==> src/rtl/pulse_receiver.sv <==
// ---------------------------------------------------------------------------
// pulse_receiver
//
// Receives a stretched event pulse from a remote board on an asynchronous
// line. The line is synchronized into the clk domain. An event is accepted
// once it has been high for MIN_HIGH consecutive synchronized samples. A line
// that stays high for MAX_HIGH samples is reported as stuck with a sticky
// flag.
//
// Parameters:
//   MIN_HIGH    consecutive high samples needed to accept an event (default 4)
//   MAX_HIGH    consecutive high samples that declare the line stuck (default 12)
//               legal range: 2 <= MIN_HIGH < MAX_HIGH <= 15
//
// Ports:
//   clk          in   system clock, rising edge
//   rst          in   synchronous active-high reset
//   line_in      in   asynchronous event line
//   pulse_out    out  one-cycle strobe per accepted event (registered)
//   busy         out  high while the FSM is not in IDLE
//   err_stuck    out  sticky stuck-line flag, cleared only by rst
//   event_count  out  accepted events, modulo 256
// ---------------------------------------------------------------------------
module pulse_receiver #(
    parameter int MIN_HIGH = 4,
    parameter int MAX_HIGH = 12
) (
    input  logic       clk,
    input  logic       rst,
    input  logic       line_in,
    output logic       pulse_out,
    output logic       busy,
    output logic       err_stuck,
    output logic [7:0] event_count
);

    // Elaboration-time guard on the parameter range.
    generate
        if (MIN_HIGH < 2 || MIN_HIGH >= MAX_HIGH || MAX_HIGH > 15) begin : g_bad_params
            $error("pulse_receiver: require 2 <= MIN_HIGH < MAX_HIGH <= 15");
        end
    endgenerate

    typedef enum logic [1:0] {
        IDLE     = 2'd0,
        MEASURE  = 2'd1,
        WAIT_LOW = 2'd2,
        STUCK    = 2'd3
    } state_t;

    localparam logic [3:0] MIN_LAST = 4'(MIN_HIGH - 1);
    localparam logic [3:0] MAX_LAST = 4'(MAX_HIGH - 1);

    state_t     state;
    logic       s1;
    logic       s2;
    logic       line_s;
    logic [3:0] cnt;
    logic [3:0] cnt_inc;

    assign line_s  = s2;
    // High-sample counter saturates at 15 so a line held high forever
    // cannot wrap back into the acceptance window.
    assign cnt_inc = (cnt == 4'hF) ? cnt : cnt + 4'd1;
    assign busy    = (state != IDLE);

    // NOTE: all state below is updated with non-blocking assignments so every
    // register samples the pre-edge values; s2 <= s1 then forms a true
    // two-flop synchronizer instead of collapsing into one stage.
    always_ff @(posedge clk) begin
        // NOTE: reset is synchronous and checked first, so it overrides the
        // line in the same cycle and also flushes the synchronizer; a line
        // still high after release is therefore seen as a fresh event.
        if (rst) begin
            s1          <= 1'b0;
            s2          <= 1'b0;
            state       <= IDLE;
            cnt         <= 4'd0;
            pulse_out   <= 1'b0;
            err_stuck   <= 1'b0;
            event_count <= 8'd0;
        end else begin
            s1        <= line_in;
            s2        <= s1;
            // Strobe defaults low; only the MEASURE acceptance branch raises it.
            pulse_out <= 1'b0;

            case (state)
                IDLE: begin
                    if (line_s) begin
                        state <= MEASURE;
                        cnt   <= 4'd1;
                    end else begin
                        cnt <= 4'd0;
                    end
                end

                MEASURE: begin
                    if (!line_s) begin
                        // Too short: glitch rejected, nothing counted.
                        state <= IDLE;
                        cnt   <= 4'd0;
                    end else if (cnt == MIN_LAST) begin
                        cnt         <= cnt_inc;
                        pulse_out   <= 1'b1;
                        event_count <= event_count + 8'd1;
                        state       <= WAIT_LOW;
                    end else begin
                        cnt <= cnt_inc;
                    end
                end

                WAIT_LOW: begin
                    // Event already accepted; wait for the line to drop so one
                    // high period never yields a second strobe.
                    if (!line_s) begin
                        state <= IDLE;
                        cnt   <= 4'd0;
                    end else if (cnt >= MAX_LAST) begin
                        state     <= STUCK;
                        err_stuck <= 1'b1;
                        cnt       <= cnt_inc;
                    end else begin
                        cnt <= cnt_inc;
                    end
                end

                STUCK: begin
                    // err_stuck is left untouched here: it is sticky until rst.
                    if (!line_s) begin
                        state <= IDLE;
                        cnt   <= 4'd0;
                    end else begin
                        cnt <= cnt_inc;
                    end
                end

                default: begin
                    state <= IDLE;
                    cnt   <= 4'd0;
                end
            endcase
        end
    end

endmodule

==> config.mk <==
export PLATFORM = sky130hd
export DESIGN_NAME = pulse_receiver
export DESIGN_NICKNAME = d
export VERILOG_FILES = /design/src/rtl/pulse_receiver.sv
export SDC_FILE = /design/constraint.sdc
export NUM_CORES = 1
export LEC_CHECK = 0
export ABC_CLOCK_PERIOD_IN_PS = 3400
export CORE_MARGIN = 4
export CORE_UTILIZATION = 57
export CTS_BUF_LIST = sky130_fd_sc_hd__clkbuf_8
export DETAILED_ROUTE_END_ITERATION = 16
export GPL_ROUTABILITY_DRIVEN = 0
export MAX_ROUTING_LAYER = met4
export PLACE_DENSITY = 0.94
export RECOVER_POWER = 100
export SYNTH_ARGS = -nofsm -noshare
export SYNTH_HDL_FRONTEND = slang
export SYNTH_SLANG_ARGS = --single-unit
==> constraint.sdc <==
create_clock -name clk -period 3.4 [get_ports clk]
set_clock_uncertainty 0.05 [all_clocks]
set_input_delay 0.51 -clock clk [delete_from_list [all_inputs] [get_ports clk]]
set_output_delay 0.51 -clock clk [all_outputs]
set_load 0.01 [all_outputs]
# Word-level counts from Yosys, hierarchy flattened

Index checks and enable logic that the tools add are counted.

Register bits after elaboration: 18
Bits in latches: 0
Memory bits (writable): 0
Memory bits (read-only): 0
Bits of input ports: 3
Output and inout port bits: 11
Logic and storage cells: 41
Memories: 0

Add/subtract/negate cells: 2
Multipliers: 0
Div/mod/pow operators: 0
Magnitude comparators: 1
Eq/ne operators: 10
Shift operators: 0
Mux-type cells: 12
Bitwise operators: 2
Reductions and logical operators: 7

Operators by type and width:

| operator                                                         | number |
|---|---|
| 2-bit two-way mux                                                | 6 |
| 3-bit != test (second input constant)                            | 3 |
| 8-bit by 1-bit adder with 8-bit output (second input constant)   | 1 |
| 4-bit two-way mux                                                | 2 |
| 2-bit case mux with 4 select lines                               | 1 |
| 4-bit case mux with 2 select lines                               | 1 |
| 3-bit AND reduction                                              | 2 |
| 3-bit OR reduction                                               | 2 |
| 4-bit by 1-bit adder with 4-bit output (second input constant)   | 1 |
| 2-bit == test (second input constant)                            | 2 |
| 4-bit by 2-bit == test with 1-bit output (second input constant) | 1 |
| 4-bit == test (second input constant)                            | 1 |
| 4-bit greater-or-equal comparator (second input constant)        | 1 |
| 2-bit != test (second input constant)                            | 2 |
| 4-bit AND reduction                                              | 1 |
| 2-bit by 1-bit == test with 1-bit output (second input constant) | 1 |
| 2-bit logical NOT                                                | 1 |
| 1-bit two-way mux                                                | 2 |
| 1-bit NOT                                                        | 2 |
| 2-bit nonzero test                                               | 1 |

# Depth between registers and ports, before layout

Gate-level depths: netlist of the first run.

Depth after elaboration: 4
Depth in mapped cells: 5
Mapped depth without buffers: 4

# Worst setup path after synthesis of the first run

OpenSTA, ideal clock, no wires.

Kind: reg2reg
From: register cnt[0]
To: register event_count[7]
Arrival: 1.459 ns
Setup slack: 1.770 ns
Cell stages (with the launch flop): 5
Buffers on the path: 0
Period minus slack after synthesis: 1.630 ns
Cells stage by stage: dfxtp_1 -> ha_1 -> nand4bb_4 -> nor4_1 -> mux2_2

Cells in the longest elaborated chain, start to end: 2

Ends and longest elaborated chain:

| item                                     | RTL line | text |
|---|---|---|
| start, declared                          | 58       | `logic [3:0] cnt;` |
| start signal, assigned                   | 104      | `cnt <= cnt_inc;` |
| start signal, assigned                   | 109      | `cnt <= cnt_inc;` |
| start signal, assigned                   | 122      | `cnt <= cnt_inc;` |
| 4-bit by 2-bit == test with 1-bit output | 103      | `end else if (cnt == MIN_LAST) begin` |
| 3-bit AND reduction (no source line)     | n/a      |  |
| end signal, assigned                     | 106      | `event_count <= event_count + 8'd1;` |
| end, declared                            | 34       | `output logic [7:0] event_count` |

No other way between the ends.
A chain may end at the register's enable or synchronous reset.

# Worst setup path after layout of the first run

From: register cnt[1]
To: register event_count[7]

Same word-level chain as after synthesis.

==> summary.txt, run 1 <==
Worst hold path
  • HP Class: reg2reg

Routing
  • Remaining antenna violation count: 0
  • Routed WL: 1560 µm
  • Via count: just under 700
  • DRC Markers: 0
  • First-pass detailed-route iteration total: 5
  • Drt initial violations: 31
  • Vias per cell: just over 6
  • Drt wl/cell: 14.0 µm

Setup path
  • Critical Path End Type: flip-flop
  • CP arrival: between 2000 and 2500 ps
  • Critical Path RT: 3490 ps
  • Worst setup path category: reg2reg
  • CP startpoint kind: flip-flop
  • Crit-path max FO: 16

Clock tree
  • H-tree levels: 1
  • Clk_lat worst skew: approximately 250 ps
  • Hold Buf Count CTS: 0
  • TritonCTS clock tree: built
  • Max clock buf depth: 2
  • Clock sinks: 18
  • Post-CTS setup buffers: 0
  • CTS Buf Count: 3
  • CTS resizes: 0
  • Clock-pin slew on the worst setup and hold paths: roughly 60 ps
  • CTS root buffer: clkbuf_8

STA
  • Worst Tran Pin Value: about 560 ps
  • Post-layout min period: ~2200 ps
  • Hold Vio Cnt, Final: 0
  • Max-slew violation total from the final report: 0
  • Final setup fails: 0
  • RSZ-0062 raised after global routing: no
  • Tcrit/Tclk final: 0.655
  • F_max: 0.449 GHz
  • Relative slew slack: 0.626
  • Final WS setup: about 1200 ps
  • Min Hold Slack: ~390 ps
  • TNS Setup: 0 ps

Global routing
  • Vias in the first global route: ~620
  • First-pass GRT wire length: roughly 2500 µm
  • Initial antenna violation count: 0
  • Pin count of the biggest net entering global routing: 17
  • Total congestion overflow: 0
  • Total track usage: 0.175

Layout
  • Fin util: 0.724
  • # nets final: between 100 and 150
  • Final Cell Area: around 950 µm²
  • Fillers: 91
  • Area growth, synth to finish: 18.9%
  • Final Non-Filler Cells: between 100 and 150
  • Layout cell share with drive strength beyond 1: 0.0515
  • Commonest cells after routing, fill and taps aside: 18 x dfxtp_1, 12 x dlygate4sd3_1, 10 x a21oi_1, 5 x o21ai_0
  • Most common cell after layout, fill and taps aside: dfxtp_1
  • Antenna diodes: 0

Place
  • IO Port Bufs: 13
  • Placed cell areas: 928 µm²
  • Dpl ws: around 1500 ps
  • Hpwl dp: ~1100 µm
  • Placed insts: 109

Synth
  • Seq/Total Area, Yosys: 0.449
  • Synth async-reset ratio: 0
  • Cell variety after synth: 30
  • Post-Syn Area: approximately 800 µm²
  • Yosys warnings: 0
  • Register bit total from synthesis: 18
  • Yosys top cell area share: 0.449
  • EDFF count, synth: 0
  • Ys flop type: dfxtp_1
  • Top cells by area, synth: dfxtp_1 45%, a21oi_1 6.2%, o31ai_1 3.7%
  • Cells after Synth: 84
  • Post-Syn Nets: 89
  • Yosys top cell by area: dfxtp_1
  • Avg Cell Area, Syn: 9.55 µm²

Status
  • Status: finished clean

Power and ir drop
  • Max rail drop VDD: around 0.00027 V
  • Lkg Pwr: around 0.34 nW
  • PnR Total Power: ~0.37 mW
  • Pwr per Cell Area: between 300 and 400 nW/µm²

Floorplan
  • Die W: 45.5 µm
  • Core area: approximately 1300 µm²
  • Die area: just over 2000 µm²
  • Starting Density: 0.609
  • I/O pin count: 14
  • Row Count: 13
  • Height of the chip: 45.5 µm

Flow run
  • Max cap viols: 0
## where the power goes
group          internal, mW  switching [mW]  total (mW)
logic               0.00417         0.00417     0.00834
registers             0.213         0.00150       0.214
clock network        0.0786          0.0651       0.144
total                 0.295          0.0708       0.366
## flip-flops by register name (all words and copies together), names as in the netlist
| register | count |
|---|---|
| event_count | 8 |
| pulse_out | 1 |
| line_s | 1 |
| cnt | 4 |
| state | 2 |
| s1 | 1 |
| err_stuck | 1 |
## area by class of cell
class / instances / area [µm²] / area share
clock buffers: 3 / 41.3 / 0.0433
well taps: 15 / 18.8 / 0.0197
repair buffers: 13 / 130 / 0.136
flip-flops and latches: 18 / 360 / 0.378
multi-input cells: 61 / 395 / 0.415
inverters: 2 / 7.51 / 0.00787
## path summary, 6_finish.rpt
path	cells past startpoint	slack, ps	startpoint	end
max	4	1170	cnt[1]	event_count[7]
min	1	390	s1	line_s
min reg2reg	1	390	s1	line_s
max reg2reg	4	1170	cnt[1]	event_count[7]
## worst max-delay path, cell delays in order (launching register included)
cell and delay [ps]:
dfxtp_1 380, ha_1 330, nand4bb_1 510, nor4_1 480, mux2_2 370
## synthesized netlist by cell type (2+ instances only)
master	number
inv_1	2
or4_1	4
nor2_1	3
ha_1	2
nand2_1	3
or3_1	2
nor2b_1	4
o31ai_1	4
nand3_1	2
nand4_1	3
dfxtp_1	18
nor3_1	2
o21ai_0	5
nand2b_1	3
a21oi_1	10
nand3b_1	3
## logic make-up after synthesis
logic type	count (synthesis)	share of synthesized area
AOI/OAI and AO/OA	22	0.161
xor gates and xnor gates	1	0.0109
adders and majority gates	2	0.0312
buffers and inverters	5	0.0374
DFF	18	0.449
muxes	2	0.0265
and+or+nand+nor	34	0.284
## per-layer routing
metal | up-vias | wire, µm | global-route usage | share of wire
met1 | 294 | 687 | 0.210 | 0.44
li1 | 343 | - | - | -
met3 | 7 | 120 | 0.0395 | 0.077
met4 | 0 | 38 | 0.111 | 0.024
met2 | 35 | 716 | 0.262 | 0.46
met5 | - | 0 | - | 0
(Power assumes the default switching activity.)
==> run 2, diff against run 1 <==
--- a/config.mk
+++ b/config.mk
@@ -5,14 +5,14 @@
 export SDC_FILE = /design/constraint.sdc
 export NUM_CORES = 1
 export LEC_CHECK = 0
-export ABC_CLOCK_PERIOD_IN_PS = 3400
+export ABC_CLOCK_PERIOD_IN_PS = 2210
 export CORE_MARGIN = 4
-export CORE_UTILIZATION = 57
+export CORE_UTILIZATION = 53
 export CTS_BUF_LIST = sky130_fd_sc_hd__clkbuf_8
 export DETAILED_ROUTE_END_ITERATION = 16
 export GPL_ROUTABILITY_DRIVEN = 0
 export MAX_ROUTING_LAYER = met4
-export PLACE_DENSITY = 0.94
+export PLACE_DENSITY = 0.89
 export RECOVER_POWER = 100
 export SYNTH_ARGS = -nofsm -noshare
 export SYNTH_HDL_FRONTEND = slang
==> constraint.sdc (replaced) <==
create_clock -name clk -period 2.21 [get_ports clk]
set_clock_uncertainty 0.05 [all_clocks]
set_input_delay 0.3315 -clock clk [delete_from_list [all_inputs] [get_ports clk]]
set_output_delay 0.3315 -clock clk [all_outputs]
set_load 0.01 [all_outputs]
==> run 2 against run 1 <==
Final area increased by 3.5%. Flip-flop and latch count unchanged. Setup slack got worse by 910 ps. Hold slack improved by 1.0 ps. Clock-buffer cell count increased by 1. Via count increased by 1.2%. Critical path type is now reg2out. Largest power group unchanged.
==> summary.txt, run 2 (same netlist as run 1, synthesis figures left out) <==
STA
  • Max-slew violation total from the final report: 0
  • Final WS setup: 264 ps
  • TNS Setup: 0 ps
  • Relative slew slack: 0.755
  • Hold Vio Cnt, Final: 0
  • Worst Tran Pin Value: between 300 and 400 ps
  • F_max: 0.514 GHz
  • Final setup fails: 0
  • Tcrit/Tclk final: 0.880
  • RSZ-0062 raised after global routing: no
  • Post-layout min period: around 2000 ps

Floorplan
  • Starting Density: 0.587
  • Height of the chip: about 47 µm
  • Die W: 46.9 µm
  • Row Count: 13
  • Core area: roughly 1400 µm²
  • Die area: approximately 2200 µm²
  • I/O pin count: 14

Layout
  • Top flop regs: event_count: 8 flops, cnt: 4 flops, state: 2 flops
  • Antenna diodes: 0
  • Layout cell share with drive strength beyond 1: 0.0707
  • Area growth, synth to finish: 23.1%
  • Most common cell after layout, fill and taps aside: dfxtp_1
  • Largest register FFs: 8
  • Multi-input gate area: 412 µm²
  • Most flop-heavy register: event_count
  • Sequential cell area: 360 µm²
  • Commonest cells after routing, fill and taps aside: 18 x dfxtp_1, 12 x dlygate4sd3_1, 10 x a21oi_1, 5 x o21ai_0
  • Fin util: 0.723
  • # nets final: around 110
  • Fillers: around 110
  • Final Cell Area: a little under 1000 µm²

Setup path
  • Critical Path End Type: primary output
  • CP startpoint kind: flip-flop
  • CP arrival: ~1600 ps
  • Crit-path max FO: 4
  • Worst setup path category: reg2out
  • Critical Path RT: ~1800 ps

Routing
  • Remaining antenna violation count: 0
  • First-pass detailed-route iteration total: 7
  • Via count: a little under 700
  • DRC Markers: 0
  • Drt initial violations: 15
  • Routed WL: between 1500 and 2000 µm
  • Vias per cell: 6.03
  • Drt wl/cell: about 14 µm

Global routing
  • Total track usage: 0.191
  • Initial antenna violation count: 0
  • Pin count of the biggest net entering global routing: 17
  • Total congestion overflow: 0
  • First-pass GRT wire length: 2880 µm
  • Vias in the first global route: 664

Power and ir drop
  • Switching power: about 0.12 mW
  • Max rail drop VDD: ~0.0005 V
  • Net Sw Frac: 0.195
  • Combinational share of power: 0.023
  • Sequential Power Share: 0.539
  • Share of power burned in the clock network: 0.438
  • Pwr per Cell Area: around 620 nW/µm²
  • Internal power: approximately 0.49 mW
  • Lkg Pwr: between 0.3 and 0.4 nW

Clock tree
  • Max clock buf depth: 2
  • Clock-pin slew on the worst setup and hold paths: approximately 70 ps
  • Post-CTS setup buffers: 0
  • Clock sinks: 18
  • Hold Buf Count CTS: 0
  • CTS resizes: 0
  • TritonCTS clock tree: built
  • H-tree levels: 1
  • Clk_lat worst skew: 250 ps
  • CTS Buf Count: 3
  • CTS root buffer: clkbuf_8

Place
  • Placed cell areas: 936 µm²
  • Hpwl dp: 1150 µm
  • IO Port Bufs: 13
  • Dpl ws: 331 ps

Worst hold path
  • HP Class: reg2reg

Flow run
  • Max cap viols: 0

Status
  • Status: finished clean
[run 2: changes by cell type in the layout (fill, tap and decap cells not counted), sizes merged]
cell,previous run,this run
clkbuf,3,5
[run 2: layer usage]
| layer | track usage | routed length (µm) | vias to the layer above |
|---|---|---|---|
| li1 | - | - | 343 |
| met1 | 0.216 | 748 | 323 |
| met2 | 0.314 | 802 | 16 |
| met3 | 0.0383 | 64 | 5 |
| met4 | 0.0994 | 33 | 0 |
| met5 | - | 0 | - |
[run 2: final cells by class]
cell class | instances | area share
clock buffers | 4 | 0.0558
inverters | 2 | 0.00760
multi-input cells | 61 | 0.417
flip-flops and latches | 18 | 0.365
well taps | 15 | 0.0190
repair buffers | 14 | 0.136
[run 2: path summary, 6_finish.rpt]
kind | from | endpoint | slack [ps] | depth (start not counted)
hold reg to reg | s1 | line_s | 390 | 1
setup reg to reg | cnt[0] | event_count[7] | 300 | 4
hold / removal | s1 | line_s | 390 | 1
setup / recovery | state[0] | busy | 260 | 2
[run 2: power groups by stage]
stage / combinational (mW) / clock, mW / sequential, mW
finish: 0.0138 / 0.268 / 0.330
global route: 0.0154 / 0.288 / 0.330
CTS: 0.0153 / 0.271 / 0.330
detailed placement: 0.0152 / 0 / 0.337
global placement: 0.0147 / 0 / 0.337
floorplan: 0.00738 / 0 / 0.336
[run 2: stage by stage]
step                total power, mW  hold WS (ps)  instances
floorplan                     0.344           353         84
global placement              0.351           371        110
detailed placement            0.352           380        110
CTS                           0.616           397        114
global route                  0.633           401        114
finish                        0.611           392        114
[run 2: worst max-delay path: stages (launching register included)]
cell and delay [ps]:
dfxtp_1 350, or2_2 340, dlygate4sd3_1 620
